## src/rtl/erode_seq.sv

```systemverilog
// Sequential 3x3 binary erosion over a flattened image: latch image+mask on start,
// compute one output row per clock, pulse done after the last row.

module erode_seq_pixel (
  input  logic [8:0] nbhd,
  input  logic [8:0] mask,
  output logic       pix
);
  // Unmasked neighbours are don't-care, so an all-zero mask yields 1.
  assign pix = &(nbhd | ~mask);
endmodule

module erode_seq #(
  parameter int Width  = 8,
  parameter int Height = 4
) (
  input  logic                    clk,
  input  logic                    reset,
  input  logic                    start,
  input  logic [Width*Height-1:0] imageIn,
  input  logic [8:0]              mask,
  output logic                    busy,
  output logic                    done,
  output logic [Width*Height-1:0] imageOut
);
  localparam int CntW = $clog2(Height);
  localparam logic [CntW-1:0] LastRow = CntW'(Height - 1);

  typedef enum logic {IDLE, RUN} state_t;
  state_t state, nextState;

  // Packed index Height-1-r holds image row r, matching the flat bit layout.
  logic [Height-1:0][Width-1:0] imgReg, outReg;
  logic [8:0]                   maskReg;
  logic [CntW-1:0]              row, midIdx;
  logic                         lastRow;
  logic [Width-1:0]             upRow, midRow, lowRow, rowOut;
  logic [Width+1:0]             upPad, midPad, lowPad;
  logic [Width-1:0][8:0]        nbhd;

  assign imageOut = outReg;
  assign midIdx   = LastRow - row;
  assign lastRow  = (row == LastRow);

  always_comb begin
    upRow  = '0;
    lowRow = '0;
    midRow = imgReg[midIdx];
    if (row != '0) upRow  = imgReg[midIdx + 1'b1];
    if (!lastRow)  lowRow = imgReg[midIdx - 1'b1];
  end

  // Zero columns on both sides model out-of-image pixels.
  assign upPad  = {1'b0, upRow,  1'b0};
  assign midPad = {1'b0, midRow, 1'b0};
  assign lowPad = {1'b0, lowRow, 1'b0};

  for (genvar k = 0; k < Width; k++) begin : gPix
    assign nbhd[k] = {upPad[k+2 -: 3], midPad[k+2 -: 3], lowPad[k+2 -: 3]};
    erode_seq_pixel uPix (
      .nbhd(nbhd[k]),
      .mask(maskReg),
      .pix (rowOut[k])
    );
  end

  always_ff @(posedge clk or posedge reset) begin
    if (reset) state <= IDLE;
    else       state <= nextState;
  end

  always_comb begin
    nextState = state;
    case (state)
      IDLE: if (start)   nextState = RUN;
      RUN:  if (lastRow) nextState = IDLE;
      default:           nextState = IDLE;
    endcase
  end

  always_ff @(posedge clk or posedge reset) begin
    if (reset) begin
      imgReg  <= '0;
      outReg  <= '0;
      maskReg <= '0;
      row     <= '0;
      busy    <= 1'b0;
      done    <= 1'b0;
    end else begin
      case (state)
        IDLE: begin
          done <= 1'b0;
          if (start) begin
            imgReg  <= imageIn;
            maskReg <= mask;
            outReg  <= '0;
            row     <= '0;
            busy    <= 1'b1;
          end
        end
        RUN: begin
          outReg[midIdx] <= rowOut;
          busy           <= !lastRow;
          done           <= lastRow;
          if (!lastRow) row <= row + 1'b1;
        end
        default: done <= 1'b0;
      endcase
    end
  end
endmodule
```

## config.mk

```make
export PLATFORM = sky130hd
export DESIGN_NAME = erode_seq
export DESIGN_NICKNAME = d
export VERILOG_FILES = /design/src/rtl/erode_seq.sv
export SDC_FILE = /design/constraint.sdc
export NUM_CORES = 1
export LEC_CHECK = 0
export BUFFER_PORTS_ARGS = -buffer_cell sky130_fd_sc_hd__buf_2
export CORE_MARGIN = 2
export CORE_UTILIZATION = 50
export CTS_BUF_LIST = sky130_fd_sc_hd__clkbuf_4 sky130_fd_sc_hd__clkbuf_8
export CTS_CLUSTER_DIAMETER = 60
export DETAILED_ROUTE_END_ITERATION = 8
export GPL_ROUTABILITY_DRIVEN = 0
export PLACE_DENSITY = 0.73
export SYNTH_ARGS = -nofsm -noshare
export SYNTH_HDL_FRONTEND = slang
export SYNTH_SLANG_ARGS = --single-unit
```

## constraint.sdc

```tcl
create_clock -name clk -period 4.1 [get_ports clk]
set_clock_uncertainty 0.1 [all_clocks]
set_input_delay 0.615 -clock clk [delete_from_list [all_inputs] [get_ports clk]]
set_output_delay 0.615 -clock clk [all_outputs]
set_load 0.02 [all_outputs]
```

== Yosys cells after proc, flatten, opt, wreduce, memory -nomap -nowiden ==
Index checks and enable logic that the tools add are counted.

* Input bits: 44
* Output and inout port bits: 34
* Register bits: 78
* Word-level logic and storage cells: 69

* Add/sub/neg operators: 4
* Order comparisons: 4
* Muxes and demuxes: 22
* Eq/ne operators: 3
* Reductions and logical operators: 13
* Bitwise logic cells: 10

{| class="wikitable"
|+ Operators with widths
! kind !! number
|-
| AND reduction 9 bit || 8
|-
| one-hot mux 32 bit (2 select lines) || 1
|-
| bitwise OR 9 bit || 7
|-
| binary-select mux 8 bit (select 2 bit) || 3
|-
| 2-to-1 mux 8 bit || 6
|-
| bitwise mux 32 bit || 1
|-
| 2-to-1 mux 32 bit || 1
|-
| demux 8 bit (select 2 bit) || 1
|-
| < comparator 2 x 3 -> 1 bit, second input constant || 3
|-
| inverter 9 bit || 1
|-
| bitwise OR 8 x 9 -> 9 bit || 1
|-
| one-hot mux 1 bit (2 select lines) || 3
|-
| adder 2 x 1 -> 2 bit, second input constant || 2
|-
| 2-to-1 mux 2 bit || 2
|-
| inequality test 2 bit, second input constant || 2
|-
| one-hot mux 2 bit (2 select lines) || 1
|-
| AND reduction 2 bit || 2
|-
| 2-to-1 mux 1 bit || 3
|-
| == test 2 bit, second input constant || 1
|-
| greater-or-equal comparator 2 x 1 -> 1 bit, second input constant || 1
|-
| nonzero test 2 bit || 1
|-
| subtractor 2 x 1 -> 2 bit, second input constant || 1
|-
| subtractor 2 bit, first input constant || 1
|-
| logical AND 1 bit || 1
|-
| 2 further kinds || 2
|}

== Logic depth before layout (Yosys ltp) ==
* Depth in word-level cells: 9
* Mapped depth: 9
* Depth with buffers taken out: 6

== Cells and area by module ==
A second synthesis with hierarchy kept.

* Cells, all modules: 423
* Area total of the unflattened synthesis: 4566.9 µm²

{| class="wikitable"
|+ By module, submodules not included
! module !! area an instance (µm²) !! instances !! cells each !! sequential area each (µm²)
|-
| erode_seq || 3946.3 || 1 || 319 || 1951.9
|-
| erode_seq_pixel || 77.6 || 8 || 13 || 0.0
|}

== Worst setup path before layout ==
OpenSTA, ideal clock, no wires.

* Kind: reg2reg
* From: register row[1]
* To: register outReg (netlist bit imageOut[13])
* Clock period less this slack: 2450 ps
* Setup time: 95 ps
* Required time: 3905 ps
* Stages on the path, launching flop included: 10
* Path slack: 1650 ps
* Arrival time: 2254 ps
* Cell sequence: dfrtp_1 -> buf_4 -> buf_4 -> inv_1 -> ha_1 -> or2_2 -> buf_4 -> o22a_1 -> a22o_1 -> o31ai_1

* Cells in the longest elaborated chain, start to end: 9
* Elaborated cells on any way between the ends: 22

{| class="wikitable"
|+ Ends and longest elaborated chain
! element !! line !! text
|-
| start, declared || 35 || <nowiki>logic [CntW-1:0] row, midIdx;</nowiki>
|-
| start signal, assigned || 105 || <nowiki>if (!lastRow) row <= row + 1'b1;</nowiki>
|-
| subtractor 2 bit || 42 || <nowiki>assign midIdx = LastRow - row;</nowiki>
|-
| subtractor 2 x 1 -> 2 bit or adder 2 x 1 -> 2 bit (tied branches) || 50, 49 ||
|-
| binary-select mux 8 bit (select 2 bit), on equally long branches || 50, 49 ||
|-
| 2-to-1 mux 8 bit, on equally long branches (2 in series) || 50, 49 ||
|-
| bitwise OR 9 bit || 10 || <nowiki>assign pix = &(nbhd | ~mask);</nowiki>
|-
| AND reduction 9 bit || 10 ||
|-
| bitwise mux 32 bit * || 102 || <nowiki>outReg[midIdx] <= rowOut;</nowiki>
|-
| one-hot mux 32 bit (2 select lines) * || 90 || <nowiki>case (state)</nowiki>
|-
| end signal, assigned by index || 102 ||
|-
| end, declared || 33 || <nowiki>logic [Height-1:0][Width-1:0] imgReg, outReg;</nowiki>
|}

Mark *: on every way between the ends. The rest lies on a longest branch, timed or not. The select of a mux whose other input is x is not followed.
A chain may end at the register's enable or synchronous reset.

== Worst setup path in the final report ==
* From: register row[1]
* To: register outReg (netlist bit imageOut[28])

Same word-level chain as after synthesis.

==> results by group <==
Outcome
  • Status: completed

GRT
  • First-pass GRT wire length: 18000 um
  • Tot GR Track Use: 23.7%
  • Initial antenna violation count: 0
  • Largest net degree at the start of global routing: 54
  • Vias in the first global route: 3489
  • Grt ovf: 0

Clock network
  • PostCTS Resize Cnt: 0
  • Max clock buf depth: 2
  • Clock tree sinks: 78
  • Post-CTS Hold Buffers: 0
  • Root buffer cell: clkbuf_8
  • CTS tree: yes
  • Post-CTS setup buffer count: 0
  • CTS Buf Count: 9
  • Reg clk slew, reported paths: 80 ps
  • H-Tree Depth: 3
  • Skew-Pair Late Insertion Delay: 350 ps

Die
  • Row count: 33
  • Starting Density: 52.0%
  • IO Count: 78
  • Core area: 0.00826 mm2
  • Total die area: 0.00934 mm2
  • Die height: 96.7 um
  • Die width: 96.7 um

Critical path
  • Critical Path Start Type: flip-flop
  • CP Capture Type: flip-flop
  • Max FO, Critical Path: 21
  • R2R Setup Slk: 910 ps
  • Critical path required time: 4240 ps
  • Arr. time, crit path: 3330 ps
  • Critical path class: reg2reg

Layout
  • Ant. Diodes: 0
  • Fin nets: 502
  • Area grow syn2layout: 12.8%
  • Fill cells: 747
  • Layout cells sized above 1: 30.4%

Placed design
  • Post-DP HPWL: 8120 um
  • DP Worst Slack: 999 ps
  • Number of buffers added on ports: 77

Timing
  • Setup TNS: 0 ps
  • Final Cycle Share: 77.7%
  • Crit path time final: 3190 ps
  • Max_slew headroom: 28.5%
  • Final setup fails: 0
  • Max-slew violation count: 0
  • Fin worst setup slack: 914 ps
  • RSZ-0062 raised after global routing: false
  • Worst Max-Slew Pin Slew: 1070 ps
  • Fin. Hold Viols: 0
  • Fmax: 314 MHz

Routing
  • Via count: 3629
  • Starting DRT DRC Count: 364
  • DRC errors left: 0
  • ANT nets after route: 0
  • Detailed Route WL: 10900 um
  • Drt wl/cell: 19.4 um
  • Detailed-route vias per instance: 6.46
  • First drt pass iteration count: 6

Synth
  • Syn Std Cell Area: 0.00429 mm2
  • FFs w/ async S/R, synth: 100%
  • Distinct cells, synth: 32
  • Cell count after synthesis: 394
  • #FFs+latches synth: 78
  • Post-synthesis net count: 442
  • Primary FF master, synth: dfrtp_1
  • Yosys warnings: 0
  • Avg Cell Area, Syn: 10.9 um2
  • Post-synthesis sequential area ratio: 45.5%
  • Post-synth EDFFs: 0

Power
  • Leak: 2.13 nW
  • VDD IR max: 0.000479 V
  • PwrDens: 984 mW/mm2

Run
  • Max cap viols: 0

Min path
  • Hold Crit Class: in2reg
==> synth_stat cells, types with 3 or more instances <==
master	n	area [um2]
clkbuf_1	19	71.3
nor2_1	6	22.5
mux2i_1	34	340
nand2_1	41	154
a22oi_1	18	135
buf_4	3	22.5
o221ai_1	34	298
o22a_1	7	61.3
nand4_1	30	188
o31ai_1	32	240
buf_2	4	20.0
and2_1	4	25.0
nor2b_1	4	25.0
ha_1	4	50.1
inv_1	7	26.3
o21ai_0	3	15.0
dfrtp_1	78	1950
mux2_2	39	439
a22o_1	6	52.6
==> sequential cells by signal (all words and copies together) (netlist names) <==
register  flops
imgReg       32
busy          1
maskReg       9
done          1
imageOut     32
row           2
state         1
==> critical path, cell delays in order (launching register included) <==
cell	delay [ps]
dfrtp_1	970
inv_1	190
ha_1	390
nand2b_1	430
o221ai_1	380
nand4_1	270
o31ai_1	350
==> cell families (layout without fill, tap and decap cells) <==
logic type               count (synthesis)  in the layout  share of synthesized area, %
buffers and inverters                   39            102                          4.40
flip-flops                              78             78                          45.5
AND/OR/NAND/NOR                         93             93                          10.8
AO/OA/AOI/OAI                          107            107                          20.1
multiplexers                            73             73                          18.2
adder cells (fa/ha/maj)                  4              4                          1.17
==> power breakdown <==
group / internal (mW) / leakage, nW / switching [mW]
clock: 0.241 / 0.0889 / 0.262
sequential: 1.12 / 0.986 / 0.380
combinational: 0.991 / 1.06 / 1.77
==> area by class of cell <==
type / count / area [um2] / share of cell area [%]
tap: 105 / 131 / 2.71
inverter: 8 / 30.0 / 0.620
sequential: 78 / 1950 / 40.3
clock buffer: 12 / 153 / 3.15
multi-input combinational: 277 / 2160 / 44.6
clock inverter: 2 / 10.0 / 0.207
timing repair buffer: 80 / 408 / 8.42
==> path summary, 6_finish.rpt <==
check                                              start                       end  cells after the start
worst min register to register  imageOut[30]$_DFFE_PP0P_  imageOut[30]$_DFFE_PP0P_                      2
worst max register to register        row[1]$_DFFE_PP0P_  imageOut[28]$_DFFE_PP0P_                      6
worst min-delay path                             mask[3]    maskReg[3]$_DFFE_PP0P_                      3
worst max-delay path                  row[1]$_DFFE_PP0P_  imageOut[28]$_DFFE_PP0P_                      6
max in group asynchronous                          reset    imgReg[13]$_DFFE_PP0P_                      3
min in group asynchronous                          reset   imageOut[8]$_DFFE_PP0P_                      2
==> cell usage in the layout, fill, tap and decap left out, drive strengths merged <==
master	n
dfrtp	78
or2	2
clkbuf	12
o21ai	3
mux2	39
o22ai	1
a22o	6
a21oi	2
and2	6
mux2i	34
clkinv	2
o2111ai	2
nor2	6
nand3	2
o31ai	32
nand2	41
nand4	30
nor2b	4
ha	4
buf	80
o22a	7
nand2b	2
a2111oi	2
inv	8
o221ai	34
a22oi	18
==> routing by layer <==
layer  up-vias  global-route usage (%)  part of all wire, %
li1       1675                       -                    -
met1      1733                    33.7                   44
met2       192                    35.4                   45
met3        29                    5.27                  8.3
met4         0                    9.75                  2.4
met5         -                       0                    0
==> stage by stage <==
step	utilization [%]	hold slack, ps	total power [mW]	cells	cell area (um2)
finish	58.7	368	4.77	562	4840
global route	58.7	385	5.08	562	4840
floorplan	-	402	3.54	394	4290
global placement	56.7	362	4.11	548	4680
detailed placement	56.7	369	4.20	548	4680
CTS	58.7	361	4.71	562	4840
No activity file was read; power rests on OpenSTA's default activity.
